===== config.mk =====
export PLATFORM = sky130hd
export DESIGN_NAME = reset_seq
export DESIGN_NICKNAME = d
export VERILOG_FILES = /design/src/rtl/reset_seq_pkg.sv /design/src/rtl/reset_sync.sv /design/src/rtl/reset_seq.sv
export SDC_FILE = /design/constraint.sdc
export NUM_CORES = 1
export LEC_CHECK = 0
export ABC_AREA = 1
export BUFFER_PORTS_ARGS = -buffer_cell sky130_fd_sc_hd__buf_2
export CORE_ASPECT_RATIO = 2
export CORE_MARGIN = 5
export CORE_UTILIZATION = 55
export DETAILED_ROUTE_END_ITERATION = 10
export PLACE_DENSITY = 0.86
export SYNTH_ARGS = -nofsm -noshare
export SYNTH_HDL_FRONTEND = slang
export SYNTH_HIERARCHICAL = 1
export SYNTH_SLANG_ARGS = --single-unit

===== constraint.sdc =====
create_clock -name clock -period 3 [get_ports clock]
set_clock_uncertainty 0.2 [all_clocks]
set_input_delay 0.6 -clock clock [delete_from_list [all_inputs] [get_ports clock]]
set_output_delay 0.6 -clock clock [all_outputs]
set_load 0.01 [all_outputs]

===== src/rtl/reset_seq_pkg.sv =====
// Shared types and widths for the staged reset sequencer.
package reset_seq_pkg;

  localparam int CNT_W   = 8;  // per-stage delay counter width
  localparam int STAGE_W = 4;  // stage index width (up to 16 stages)

  typedef enum logic [2:0] {
    HOLD  = 3'd0,
    DELAY = 3'd1,
    ACK   = 3'd2,
    RUN   = 3'd3,
    DOWN  = 3'd4,
    FAULT = 3'd5
  } state_t;

  // Saturating increment: the delay counter must stick at all-ones, never wrap.
  function automatic logic [CNT_W-1:0] sat_inc(input logic [CNT_W-1:0] v);
    return (v == '1) ? v : v + 1'b1;
  endfunction

endpackage


===== src/rtl/reset_sync.sv =====
// Two-flop reset synchroniser: asserts asynchronously, deasserts on the
// second rising clock edge after reset_i falls.
module reset_sync (
  input  logic clock,
  input  logic reset_i,
  output logic rst_sync
);

  logic [1:0] sync_pipe;

  // Shift zeros in once the external reset is gone.
  always_ff @(posedge clock or posedge reset_i) begin
    if (reset_i) sync_pipe <= 2'b11;
    else         sync_pipe <= {sync_pipe[0], 1'b0};
  end

  assign rst_sync = sync_pipe[1];

endmodule


===== src/rtl/reset_seq.sv =====
// Staged reset sequencer: releases N downstream resets in ascending order,
// waiting D cycles per stage and then for that stage's acknowledge; a restart
// request reasserts them in descending order and re-runs the release.
// Optional feature macro: RESET_SEQ_TIMEOUT_EN -- bounds the acknowledge wait
// to T cycles and parks in FAULT (all resets asserted) on expiry.
module reset_seq
  import reset_seq_pkg::*;
#(
  parameter int N = 4,
  parameter int D = 4,
  parameter int T = 16
) (
  input  logic               clock,
  input  logic               reset_i,
  input  logic               req_i,
  input  logic [N-1:0]       ack_i,
  output logic [N-1:0]       rst_o,
  output logic [STAGE_W-1:0] stage_o,
  output logic               done_o,
  output logic               fault_o
);

  localparam logic [CNT_W-1:0]   D_LAST = CNT_W'(D - 1);
  localparam logic [STAGE_W-1:0] K_LAST = STAGE_W'(N - 1);

  state_t             state, state_d;
  logic [CNT_W-1:0]   cnt, cnt_d;
  logic [STAGE_W-1:0] k, k_d;
  logic [N-1:0]       rst_q, rst_d;
  logic [N-1:0]       sel;
  logic               srst;
  logic               ack_k;
  logic               cnt_hit;

`ifdef RESET_SEQ_TIMEOUT_EN
  localparam logic [15:0] TMO_LAST = 16'(T - 1);
  logic [15:0] tmr, tmr_d;
`endif

  reset_sync u_sync (
    .clock    (clock),
    .reset_i  (reset_i),
    .rst_sync (srst)
  );

  // One-hot select of the current stage; avoids indexing with a wider k.
  always_comb begin
    sel = '0;
    for (int i = 0; i < N; i++) sel[i] = (k == STAGE_W'(i));
  end

  // Only the current stage's acknowledge matters; other bits are ignored.
  assign ack_k   = |(ack_i & sel);
  assign cnt_hit = (cnt == D_LAST);

  // Next-state, counter, stage index and reset-vector update.
  always_comb begin
    state_d = state;
    cnt_d   = cnt;
    k_d     = k;
    rst_d   = rst_q;
`ifdef RESET_SEQ_TIMEOUT_EN
    tmr_d   = tmr;
`endif
    case (state)
      HOLD: begin
        rst_d = '1;
        k_d   = '0;
        cnt_d = '0;
        if (!srst) state_d = DELAY;
      end
      DELAY: begin
        if (cnt_hit) begin
          rst_d   = rst_q & ~sel;
          cnt_d   = '0;
          state_d = ACK;
`ifdef RESET_SEQ_TIMEOUT_EN
          tmr_d   = '0;
`endif
        end else begin
          cnt_d = sat_inc(cnt);
        end
      end
      ACK: begin
        if (ack_k) begin
          cnt_d = '0;
          if (k == K_LAST) begin
            state_d = RUN;
          end else begin
            k_d     = k + 1'b1;
            state_d = DELAY;
          end
        end
`ifdef RESET_SEQ_TIMEOUT_EN
        else if (tmr == TMO_LAST) begin
          state_d = FAULT;
          rst_d   = '1;
        end else begin
          tmr_d = tmr + 1'b1;
        end
`endif
      end
      RUN: begin
        if (req_i) begin
          state_d = DOWN;
          k_d     = K_LAST;
          cnt_d   = '0;
        end
      end
      DOWN: begin
        if (cnt_hit) begin
          rst_d = rst_q | sel;
          cnt_d = '0;
          if (k == '0) state_d = DELAY;
          else         k_d     = k - 1'b1;
        end else begin
          cnt_d = sat_inc(cnt);
        end
      end
`ifdef RESET_SEQ_TIMEOUT_EN
      FAULT: begin
        rst_d = '1;
        if (req_i) begin
          state_d = DELAY;
          k_d     = '0;
          cnt_d   = '0;
        end
      end
`endif
      default: state_d = HOLD;
    endcase
  end

  // Sequencer state; reset_i forces the safe state immediately.
  always_ff @(posedge clock or posedge reset_i) begin
    if (reset_i) begin
      state <= HOLD;
      cnt   <= '0;
      k     <= '0;
      rst_q <= '1;
    end else begin
      state <= state_d;
      cnt   <= cnt_d;
      k     <= k_d;
      rst_q <= rst_d;
    end
  end

`ifdef RESET_SEQ_TIMEOUT_EN
  // Acknowledge-wait timer, cleared on each entry into ACK.
  always_ff @(posedge clock or posedge reset_i) begin
    if (reset_i) tmr <= '0;
    else         tmr <= tmr_d;
  end

  assign fault_o = (state == FAULT);
`else
  // Timeout parameter has no role in this build.
  logic unused_tmo;
  assign unused_tmo = ^16'(T);
  assign fault_o    = 1'b0;
`endif

  assign rst_o   = rst_q;
  assign done_o  = (state == RUN);
  assign stage_o = (state == DELAY || state == ACK || state == DOWN) ? k : '0;

endmodule


### Word-level counts from Yosys, hierarchy flattened

Cells that the tools add are included.

| word-level totals | value |
|---|---|
| bits of input ports | 7 |
| memories kept | 0 |
| bits in read-only memories | 0 |
| latch bits | 0 |
| bits in registers | 21 |
| memory bits (writable) | 0 |

| cells by class | value |
|---|---|
| $mul | 0 |
| $add $sub $neg | 3 |
| shift-type cells | 0 |
| divide/modulo/power cells | 0 |
| magnitude comparators | 0 |
| mux-type cells | 23 |
| reductions and logical operators | 13 |
| equal/unequal tests | 18 |
| bitwise operators | 4 |

Operators with widths:

| operator | number |
|---|---|
| $mux 4 | 8 |
| $mux 8 | 4 |
| $pmux 8 s4 | 1 |
| $mux 3 | 6 |
| $ne 2x2->1 const B | 8 |
| $pmux 4 s4 | 1 |
| $pmux 3 s5 | 1 |
| $pmux 4 s3 | 1 |
| $reduce_and 6->1 | 2 |
| $add 8x1->8 const B | 1 |
| $and 4x4->4 | 2 |
| $eq 4x2->1 const B | 2 |
| $eq 8x2->1 const B | 1 |
| $eq 8x8->1 const B | 1 |
| $reduce_bool 4->1 | 2 |
| $eq 3x2->1 const B | 2 |
| $add 4x1->4 const B | 1 |
| $eq 4x1->1 const B | 1 |
| $logic_not 4->1 | 1 |
| $not 4->4 | 1 |
| $or 4x4->4 | 1 |
| $reduce_and 4->1 | 1 |
| $reduce_or 4->1 | 1 |
| $sub 4x1->4 const B | 1 |
| other kinds (9) | 10 |

### Logic depth before layout (Yosys ltp)

| logic depth | value |
|---|---|
| depth in word-level cells | 5 |
| gate-level depth with buffers | 10 |
| gate-level depth less buffers | 10 |

### Cells and area by module

The synthesis kept the hierarchy.

Modules (own cells, without submodules):

| module | area each (um^2) | cells each | sequential area each (um^2) | times used |
|---|---|---|---|---|
| reset_seq | 1503.9 | 222 | 480.5 | 1 |
| reset_sync | 60.1 | 4 | 52.6 | 1 |

### Least setup slack after synthesis

OpenSTA, ideal clock, no wires.

| path | value |
|---|---|
| path type | flip-flop to output port |
| start point | register state[0] |
| end point | output port stage_o[0] |
| cell stages (with the launch flop) | 8 |
| setup slack | 1035 ps |
| arrival time | 1165 ps |
| path buffers | 0 |
| path through | dfrtp_1 inv_2 nand2_1 nand2_1 o21ai_1 nand2_1 nand2_1 inv_1 |

| between the ends | value |
|---|---|
| cells in the longest elaborated chain, start to end | 4 |
| elaborated cells between the ends (all ways) | 6 |
| classes of those cells | 3 x eq/ne; 1 x mux; 2 x reduce/logical |

RTL lines:

| element | line | source |
|---|---|---|
| from (decl) | reset_seq.sv:26 | `state_t state, state_d;` |
| from (signal assigned) | reset_seq.sv:142 | `state <= state_d;` |
| $eq 3x1->1 or $eq 3x2->1 (tied branches) | reset_seq.sv:166 | `assign stage_o = (state == DELAY \|\| state == ACK \|\| state == DOWN) ? k : '0;` |
| $logic_or 1x1->1 | reset_seq.sv:166 |  |
| $logic_or 1x1->1 * | reset_seq.sv:166 |  |
| $mux 4 * | reset_seq.sv:166 |  |
| to (decl) | reset_seq.sv:18 | `output logic [STAGE_W-1:0] stage_o,` |

Every way passes the cells marked *; elsewhere a longest branch is shown, timed or not.

### Worst setup path after layout

| path | value |
|---|---|
| start point | register state[0] |
| end point | output port stage_o[1] |

Same word-level chain as after synthesis.

==> results.yml <==
critical_path:
  path_max_fanout: 6
  start_kind: "register"
  cp-end-kind: "output port"
  worstPathRequired_ns: 2.20
  r2r_cells: 9
  arrival_ns: 1.78
  path_class: "reg -> out"
sta:
  hold_violations: 0
  slew_viol_final: 0
  worst_pin_slew_ns: 0.7461
  fin_crit_sh: 0.8586
  rsz0062_at_grt: "no"
  setup_ws_ns: 0.4241
  min_period_ns: 2.576
  slew_headroom: 0.5021
  setup_tns_ns: 0
  setup_viol: 0
  max_freq_ghz: 0.3882
routing:
  top_layer: "met4"
  drt-initial-drc-count: 43
  wl_met1_um: 1196
  antenna_left: 0
  dr.pass1.iters: 4
  wl_um: 3487
  wl_met2_um: 2075
  wl_per_cell_um: 12.87
  viasPerCell: 5.380
  wl_met3_um: 89
  drcViolationCount: 0
  route.vias.total: 1458
power_and_ir_drop:
  power_leakage_uw: 0.0009330
  vdd_drop_max_v: 0.0005388
  p_per_area_nw_per_um2: 899.0
outcome:
  status: "complete, no violations"
min_path:
  hold_class: "in -> async"
layout:
  fin_cells: 271
  n_fill_cell: 253
  layout.nets: 255
  diodes: 0
  area_growth_pct: 8.480
  drive_gt1_frac: 0.1983
  utilization: 0.6200
global_route:
  grt_pass1_vias: 1521
  grt_pass1_wl_um: 6389
  grt.total_usage: 0.2082
  overflow: 0
  grt_max_degree: 20
  antenna_found_initial: 0
place:
  dp_slack_ns: 0.7345
  dp.cells: 267
  gp_congestion: 0.9707
  io_buffers: 15
  dp_hpwl_um: 2808
clock_tree:
  cts_sinks: 21
  cts.clk_slew.worst_paths_ns: 0.08
  cts_max_level: 1
  cts_resized: 0
  clockRootBuffer: "clkbuf_8"
  cts_buffers: 3
  post_cts.repair.setup_buffers: 0
  clockBufferDepth: 2
  ctsHoldBuffers: 0
  insertion_delay_ns: 0.27
  tritoncts: "yes"
yosys:
  avgSynthCellArea_um2: 6.920
  synthArstFlopShare: 1.000
  synth_seq_cells: 21
  syn_inst: 226
  synth_nets: 238
  yosysWarnings: 6
  synth.yosys.seq_area_share: 0.3408
  netlist_area_um2: 1564
  netlist-cell-type-count: 30
  synth_edf_count: 0
  synthFlopType: "dfrtp_1"
die:
  coreArea_um2: 2736
  die_w_um: 47.71
  io_pins: 17
  die_h_um: 85.42
  dieArea_um2: 4075
  num_rows: 27
  initial_core_util: 0.5716
run:
  drv_cap: 0
-- area by class of cell --
cell class,instances,area [um^2],area share
Clock buffer,4,45.04,0.02655
Multi-Input combinational cell,172,894.6,0.5273
Sequential cell,21,533.0,0.3142
Tap cell,29,36.28,0.02139
Inverter,30,112.6,0.06637
Timing Repair Buffer,15,75.07,0.04425
-- stage by stage --
stage          cell area (um^2)  hold WS [ns]  total power (uW)
2_1_floorplan              1564        0.1452              1141
3_3_place_gp               1652        0.1461              1319
3_5_place_dp               1652        0.1510              1339
4_1_cts                    1697        0.1570              1528
5_1_grt                    1697        0.1682              1680
6_report                   1697        0.1464              1525
-- cells in the mapped netlist (all sizes together) (3+ instances only) --
master	instances	area, um^2
buf	3	23.77
dfrtp	15	375.4
dfstp	6	157.7
ha	5	62.56
inv	30	112.6
nand2	84	340.3
nand3	25	135.1
nor2	27	172.7
nor3b	3	22.52
o21ai	16	83.83
-- report_power, final --
| group | leakage (uW) | total [uW] | internal, uW | switching (uW) |
|---|---|---|---|---|
| logic | 0.000644 | 875 | 282 | 593 |
| registers | 0.000266 | 460 | 366 | 94.1 |
| clock network | 0.0000228 | 191 | 94.9 | 96.0 |
| total | 0.000933 | 1530 | 742 | 783 |
-- cells by family (layout without fill, tap and decap cells) --
| group | Yosys count | after routing | share of synthesized area |
|---|---|---|---|
| compound gates | 21 | 21 | 0.07281 |
| xor+xnor | 1 | 1 | 0.005601 |
| fa+ha+maj | 5 | 5 | 0.04000 |
| buf+inv | 33 | 49 | 0.08720 |
| flops | 21 | 21 | 0.3408 |
| other cells | 2 | 2 | 0.004802 |
| simple gates | 143 | 143 | 0.4488 |
-- final timing paths --
path	startpoint	endpoint	slack, ns
max in group asynchronous	reset_i	cnt[4]$_DFFE_PP0P_	1.87
max reg2reg	k[0]$_DFFE_PP0P_	k[3]$_DFFE_PP0P_	1.01
max	state[0]$_DFFE_PP0P_	stage_o[1]	0.42
min reg2reg	u_sync/sync_pipe[0]$_DFF_PP1_	u_sync/sync_pipe[1]$_DFF_PP1_	0.16
min in group clock	u_sync/sync_pipe[0]$_DFF_PP1_	u_sync/sync_pipe[1]$_DFF_PP1_	0.16
min	reset_i	u_sync/sync_pipe[0]$_DFF_PP1_	0.15
-- per-layer routing --
| layer | track usage | up-vias |
|---|---|---|
| li1 | - | 736 |
| met1 | 0.2188 | 680 |
| met2 | 0.3800 | 26 |
| met3 | 0.02335 | 16 |
| met4 | 0.08578 | 0 |
| met5 | 0 | - |
-- sequential cells by signal (all words and copies together), names as in the netlist --
name and flops:
cnt 8, k 4, rst_o 4, state 3
u_sync/sync_pipe 2
-- cells in the final DEF, fill, tap and decap left out, types with 5 or more instances in the layout --
cell type / instances
inv_2: 5
dfrtp_1: 15
dfstp_2: 6
nor2_1: 18
nand3_1: 23
o21ai_0: 13
ha_1: 5
buf_2: 15
inv_1: 25
nor2_4: 7
nand2_1: 78
-- worst max-delay path: stages, from the launching register on --
cell and delay [ns]:
dfrtp_1 0.48, inv_2 0.11, nand2_1 0.12, nand2_1 0.07
o21ai_1 0.22, nand2_1 0.22, nand2_1 0.11, inv_1 0.05
buf_2 0.13
Note: power is estimated with default switching activity, not from simulation.
